$ cat src/rtl/alu_cmd_issuer.sv
// rtl/alu_cmd_issuer.sv - command FIFO plus strobe sequencer for the 3-bit ALU
// Define ALU_CHECK_EN to compare each captured result against an internal ALU model.

module alu_cmd_fifo #(
  parameter int DEPTH = 4,
  parameter int W     = 9
) (
  input  logic                       i_clk,
  input  logic                       i_rst,
  input  logic                       i_push_valid,
  output logic                       o_push_ready,
  input  logic [W-1:0]               i_push_data,
  input  logic                       i_pop,
  output logic                       o_empty,
  output logic [W-1:0]               o_head,
  output logic [$clog2(DEPTH):0]     o_count
);
  localparam int AW = $clog2(DEPTH);
  localparam int CW = AW + 1;

  logic [W-1:0]  r_mem [DEPTH];
  logic [AW-1:0] r_wr_ptr;
  logic [AW-1:0] r_rd_ptr;
  logic [CW-1:0] r_count;
  logic          w_push;

  assign o_push_ready = (r_count != CW'(DEPTH));
  assign o_empty      = (r_count == '0);
  assign o_head       = r_mem[r_rd_ptr];
  assign o_count      = r_count;
  assign w_push       = i_push_valid && o_push_ready;

  // Storage is left unreset; only pointers and count define validity.
  always_ff @(posedge i_clk) begin
    if (w_push) r_mem[r_wr_ptr] <= i_push_data;
  end

  always_ff @(posedge i_clk) begin
    if (i_rst) begin
      r_wr_ptr <= '0;
      r_rd_ptr <= '0;
      r_count  <= '0;
    end else begin
      if (w_push) r_wr_ptr <= r_wr_ptr + AW'(1);
      if (i_pop)  r_rd_ptr <= r_rd_ptr + AW'(1);
      case ({w_push, i_pop})
        2'b10:   r_count <= r_count + CW'(1);
        2'b01:   r_count <= r_count - CW'(1);
        default: r_count <= r_count;
      endcase
    end
  end
endmodule

module alu_cmd_issuer #(
  parameter int DEPTH     = 4,
  parameter int SETUP_CYC = 2,
  parameter int PULSE_CYC = 2,
  parameter int WAIT_CYC  = 2
) (
  input  logic                       i_clk,
  input  logic                       i_rst,
  input  logic                       i_cmd_valid,
  output logic                       o_cmd_ready,
  input  logic [2:0]                 i_cmd_op,
  input  logic [2:0]                 i_cmd_a,
  input  logic [2:0]                 i_cmd_b,
  output logic [2:0]                 o_alu_opcode,
  output logic [2:0]                 o_alu_a,
  output logic [2:0]                 o_alu_b,
  output logic                       o_alu_execute,
  input  logic [5:0]                 i_alu_f,
  input  logic [2:0]                 i_alu_opcodesel,
  output logic                       o_res_valid,
  input  logic                       i_res_ready,
  output logic [5:0]                 o_res_f,
  output logic [2:0]                 o_res_op,
  output logic                       o_res_op_err,
  output logic                       o_res_mismatch,
  output logic                       o_busy,
  output logic [$clog2(DEPTH):0]     o_fifo_count
);
  localparam int CNT_W = 16;

  typedef enum logic [2:0] {
    S_IDLE, S_SETUP, S_PULSE, S_WAIT, S_CAPTURE
  } state_t;

  state_t         r_state;
  logic [CNT_W-1:0] r_cnt;
  logic [2:0]     r_opcode;
  logic [2:0]     r_a;
  logic [2:0]     r_b;
  logic           r_execute;
  logic           r_res_valid;
  logic [5:0]     r_res_f;
  logic [2:0]     r_res_op;
  logic           r_res_op_err;
  logic           r_res_mismatch;

  logic           w_empty;
  logic           w_pop;
  logic [8:0]     w_head;
  logic           w_mismatch;

  alu_cmd_fifo #(.DEPTH(DEPTH), .W(9)) u_fifo (
    .i_clk        (i_clk),
    .i_rst        (i_rst),
    .i_push_valid (i_cmd_valid),
    .o_push_ready (o_cmd_ready),
    .i_push_data  ({i_cmd_op, i_cmd_a, i_cmd_b}),
    .i_pop        (w_pop),
    .o_empty      (w_empty),
    .o_head       (w_head),
    .o_count      (o_fifo_count)
  );

  assign w_pop = (r_state == S_IDLE) && !w_empty;

`ifdef ALU_CHECK_EN
  logic [5:0] w_ea;
  logic [5:0] w_eb;
  logic [5:0] w_expected;

  assign w_ea = {3'b000, r_a};
  assign w_eb = {3'b000, r_b};

  // All arithmetic is in 6-bit context, so SUB and SHL wrap modulo 64.
  always_comb begin
    w_expected = 6'd0;
    case (r_opcode)
      3'b001:  w_expected = w_ea + w_eb;
      3'b010:  w_expected = w_ea - w_eb;
      3'b011:  w_expected = w_ea * w_eb;
      3'b100:  w_expected = w_ea >> r_b;
      3'b101:  w_expected = w_ea << r_b;
      3'b110:  w_expected = {3'b111, r_a ~^ r_b};
      3'b111:  w_expected = {5'b00000, (r_a > r_b)};
      default: w_expected = 6'd0;
    endcase
  end

  assign w_mismatch = (i_alu_f != w_expected);
`else
  assign w_mismatch = 1'b0;
`endif

  always_ff @(posedge i_clk) begin
    if (i_rst) begin
      r_state        <= S_IDLE;
      r_cnt          <= '0;
      r_opcode       <= '0;
      r_a            <= '0;
      r_b            <= '0;
      r_execute      <= 1'b0;
      r_res_valid    <= 1'b0;
      r_res_f        <= '0;
      r_res_op       <= '0;
      r_res_op_err   <= 1'b0;
      r_res_mismatch <= 1'b0;
    end else begin
      case (r_state)
        S_IDLE: begin
          if (!w_empty) begin
            {r_opcode, r_a, r_b} <= w_head;
            r_cnt   <= '0;
            r_state <= S_SETUP;
          end
        end
        S_SETUP: begin
          if (r_cnt == CNT_W'(SETUP_CYC - 1)) begin
            r_cnt     <= '0;
            r_execute <= 1'b1;
            r_state   <= S_PULSE;
          end else begin
            r_cnt <= r_cnt + CNT_W'(1);
          end
        end
        S_PULSE: begin
          if (r_cnt == CNT_W'(PULSE_CYC - 1)) begin
            r_cnt     <= '0;
            r_execute <= 1'b0;
            r_state   <= S_WAIT;
          end else begin
            r_cnt <= r_cnt + CNT_W'(1);
          end
        end
        S_WAIT: begin
          // The ALU outputs are sampled only here, after the full settle time.
          if (r_cnt == CNT_W'(WAIT_CYC - 1)) begin
            r_cnt          <= '0;
            r_res_f        <= i_alu_f;
            r_res_op       <= r_opcode;
            r_res_op_err   <= (i_alu_opcodesel != r_opcode);
            r_res_mismatch <= w_mismatch;
            r_res_valid    <= 1'b1;
            r_state        <= S_CAPTURE;
          end else begin
            r_cnt <= r_cnt + CNT_W'(1);
          end
        end
        S_CAPTURE: begin
          if (i_res_ready) begin
            r_res_valid <= 1'b0;
            r_state     <= S_IDLE;
          end
        end
        default: begin
          r_state   <= S_IDLE;
          r_execute <= 1'b0;
        end
      endcase
    end
  end

  assign o_alu_opcode   = r_opcode;
  assign o_alu_a        = r_a;
  assign o_alu_b        = r_b;
  assign o_alu_execute  = r_execute;
  assign o_res_valid    = r_res_valid;
  assign o_res_f        = r_res_f;
  assign o_res_op       = r_res_op;
  assign o_res_op_err   = r_res_op_err;
  assign o_res_mismatch = r_res_mismatch;
  assign o_busy         = (r_state != S_IDLE) || !w_empty;
endmodule

$ cat config.mk
export PLATFORM = sky130hd
export DESIGN_NAME = alu_cmd_issuer
export DESIGN_NICKNAME = d
export VERILOG_FILES = /design/src/rtl/alu_cmd_issuer.sv
export SDC_FILE = /design/constraint.sdc
export NUM_CORES = 1
export LEC_CHECK = 0
export BUFFER_PORTS_ARGS = -buffer_cell sky130_fd_sc_hd__buf_4
export CORE_AREA = 2 2 89 91
export DETAILED_ROUTE_END_ITERATION = 12
export DIE_AREA = 0 0 91 93
export PLACE_DENSITY = 0.68
export SETUP_SLACK_MARGIN = 0.5
export SLEW_MARGIN = 30
export SYNTH_ARGS = -nofsm -noshare
export SYNTH_HDL_FRONTEND = slang
export SYNTH_HIERARCHICAL = 1
export SYNTH_SLANG_ARGS = --single-unit
$ cat constraint.sdc
create_clock -name i_clk -period 2.55 [get_ports i_clk]
set_input_delay 0.51 -clock i_clk [delete_from_list [all_inputs] [get_ports i_clk]]
set_output_delay 0.51 -clock i_clk [all_outputs]
set_load 0.03 [all_outputs]
==> summary.md <==
| Metric | Value |
|---|---|
| Synth Register Bits | `85` |
| RD Place Congestion | `0.818` |
| Final min period | `1.94 ns` |
| Lkg Pwr | `1.53 nW` |
| Critical path fanouts, max | `10` |
| Fmax | `515 MHz` |
| Hold Path Class | `in2reg` |
| Post-layout util | `0.571` |
| Synthesized cell area | `3620 µm²` |
| Die Ht | `93 µm` |
| Worst Skew | `0.00793 ns` |
| CTS Buffer Depth | `2` |
| Final period util | `0.762` |
| Grt ovf | `0` |
| All-layer global routing usage | `0.173` |
| Post-DP HPWL | `4670 µm` |
| Synth Warn # | `6` |
| Root Buffer | `clkbuf_8` |
| ANT nets after route | `0` |
| Antenna Cells | `0` |
| Required time of the critical path | `2.83 ns` |
| Post-route DRC | `0` |
| Slew Viols, Final | `0` |
| Final hold viol count | `0` |
| Vias in the first global route | `2364` |
| # port buffers | `47` |
| Most used DFF post-synth | `dfxtp_1` |
| Initial Util | `0.481` |
| Pin count of the biggest net entering global routing | `41` |
| Worst setup endpoint | `u_fifo/o_count[2]` |
| R2R Path End | `u_fifo/o_count[2]` |
| Die width | `91 µm` |
| Area growth from synthesis to layout | `18.8%` |
| Status | `finished, final reports clean` |
| Relative slew slack | `0.585` |
| Placed Instance Area | `4080 µm²` |
| Post-synthesis sequential area ratio | `0.570` |
| DRT iter0 DRCs | `104` |
| Syn Inst Count | `316` |
| Syn nets | `346` |
| Clk sink count | `85` |
| CTS H-tree lvls | `3` |
| First-pass GRT wire length | `11400 µm` |
| PwrDens | `970 nW/µm²` |
| Actual slew at the worst max-slew pin | `0.622 ns` |
| Design Power | `4.17 mW` |
| Syn_area_per_cell | `11.5 µm²` |
| Final Setup Violations | `0` |
| Crit start category | `flip-flop` |
| Post-Route WL | `7030 µm` |
| Crit path launch | `u_fifo/o_count[2]` |
| DIE AREA | `8460 µm²` |
| Unique masters post-synth | `50` |
| R2R Setup Slk | `0.61 ns` |
| Setup Crit Path Kind | `reg2reg` |
| Via density | `5.36` |
| Drt first pass iters | `4` |
| Layout cells sized above 1 | `0.257` |
| Clk_lat worst skew | `0.35 ns` |
| Via count | `2528` |
| Final net count | `395` |
| Site Rows | `32` |
| Antenna violations before repair | `0` |
| Core outline area | `7530 µm²` |
| VDD IR max | `0.466 mV` |
| CP endpoint kind | `flip-flop` |
| Num CTS Buffers | `9` |
| Fin area | `4300 µm²` |
| Setup TNS | `0 ns` |
| MaxCap Viol Count | `0` |
| Clk pin slew, worst setup/hold paths | `0.09 ns` |
| Reg2Reg Depth | `10` |
| Reg-to-reg startpoint | `u_fifo/o_count[2]` |
| RSZ-0062 raised after global routing | `no` |
| WL/cell | `14.9 µm` |
| I/O Pins | `49` |
| WP data arrival | `2.22 ns` |
| Hold-fix buffers, CTS | `0` |
| Count of flip-flops with a built-in enable after synthesis | `36` |
| Asr flop ratio synth | `0` |
| CTS tree | `yes` |
## power breakdown
| part | leakage, nW | switching (mW) | total (mW) | internal [mW] |
|---|---|---|---|---|
| Clock | 0.0858 | 0.511 | 0.876 | 0.366 |
| Combinational | 0.718 | 0.855 | 1.47 | 0.615 |
| Sequential | 0.730 | 0.204 | 1.82 | 1.62 |
| Total | 1.53 | 1.57 | 4.17 | 2.60 |
## repair_timing
action,in CTS,in global routing
endpoints found under the setup margin,1,1
setup buffers,0,3
gates resized for setup,1,2
pin swaps,0,1
## flip-flops by register name (all words and copies together), names as in the netlist, named ones only
| signal | count |
|---|---|
| o_alu_opcode | 3 |
| o_alu_b | 3 |
| r_state | 3 |
| o_res_valid | 1 |
| u_fifo/o_count | 3 |
| u_fifo/r_mem | 36 |
| o_alu_execute | 1 |
| o_alu_a | 3 |
| u_fifo/r_wr_ptr | 2 |
| o_res_op | 3 |
| o_res_f | 6 |
| r_cnt | 16 |
| u_fifo/r_rd_ptr | 2 |
| o_res_op_err | 1 |
## synthesized netlist by cell type, types with 2 or more instances
master / number / area [µm²]
nor2b_1: 2 / 12.5
nor3_1: 2 / 10.0
dfxtp_1: 49 / 981
ha_1: 7 / 87.6
or4_1: 4 / 30.0
clkbuf_1: 6 / 22.5
nand2_1: 27 / 101
inv_1: 13 / 48.8
nor2_1: 19 / 71.3
buf_2: 4 / 20.0
edfxtp_1: 36 / 1080
nor4_1: 2 / 12.5
o31ai_1: 5 / 37.5
xor2_1: 12 / 105
and2_1: 7 / 43.8
nand2b_1: 2 / 12.5
nand3_1: 16 / 80.1
a21oi_1: 32 / 160
nand3b_1: 4 / 30.0
and4_1: 4 / 35.0
buf_4: 3 / 22.5
nand4_1: 6 / 37.5
nand4b_1: 2 / 17.5
mux4_2: 9 / 203
or3_1: 3 / 18.8
o21ai_0: 16 / 80.1
## cell type report
type	count	area (µm²)
fillers	670	3230
flip-flops and latches	85	2070
multi-input cells	203	1470
repair buffers	53	398
well taps	102	128
clock buffers	9	124
clock inverters	7	56.3
inverters	13	48.8
## worst min-delay path by stage
stage	to	from	cells after the start	slack (ns)
2_1_floorplan	r_cnt[10]	r_cnt[10]	2	0.46
3_3_place_gp	o_res_valid	o_res_valid	2	0.44
3_5_place_dp	o_res_valid	o_res_valid	2	0.45
4_1_cts	u_fifo/r_mem[2][0]	i_cmd_b[0]	1	0.34
5_1_grt	u_fifo/r_mem[2][0]	i_cmd_b[0]	1	0.34
6_report	u_fifo/r_mem[2][0]	i_cmd_b[0]	1	0.35
## worst max-delay path, cell delays in order, from the launching register on
cell and delay, ns:
dfxtp_4 0.40, nor3_4 0.07, nor2_2 0.14, nand2_4 0.11
inv_2 0.09, ha_4 0.13, inv_1 0.05, fa_2 0.33
xor2_1 0.15, or3_1 0.30, a21oi_1 0.11
## cells by family after synthesis
kind of cell	after synthesis	synth area share
AND/OR/NAND/NOR	108	0.167
flip-flops	85	0.570
AO/OA/AOI/OAI	62	0.102
buffers and inverters	28	0.0360
XOR/XNOR	13	0.0315
multiplexers	11	0.0629
adder cells (fa/ha/maj)	8	0.0297
other	1	0.00104
## layout by cell type, fill, tap and decap left out, drive strengths merged, types with 3 or more instances in the layout
master and instances:
buf 53, dfxtp 49, edfxtp 36, a21oi 32
nand2 27, nor2 20, nand3 17, o21ai 16
inv 16, xor2 12, clkbuf 9, mux4 9
and2 7, nand4 7, ha 7, o31ai 5
and4 4, nand3b 4, or4 4, or3 3
## layer usage
metal | up-vias | GRT usage | share of wire
met5 | - | 0 | 0
met2 | 44 | 0.286 | 0.49
met3 | 11 | 0.0322 | 0.031
met1 | 1222 | 0.223 | 0.46
met4 | 0 | 0.0758 | 0.016
li1 | 1251 | - | -
## metrics by stage
stage                     instances  setup WS, ns  hold WS, ns
after global placement          453         0.525        0.444
after CTS                       469         0.526        0.338
after global routing            472         0.498        0.336
after detailed placement        453         0.482        0.447
final                           472         0.608        0.350
after floorplan                 316         0.499        0.461
No activity file was read; power rests on OpenSTA's default activity.
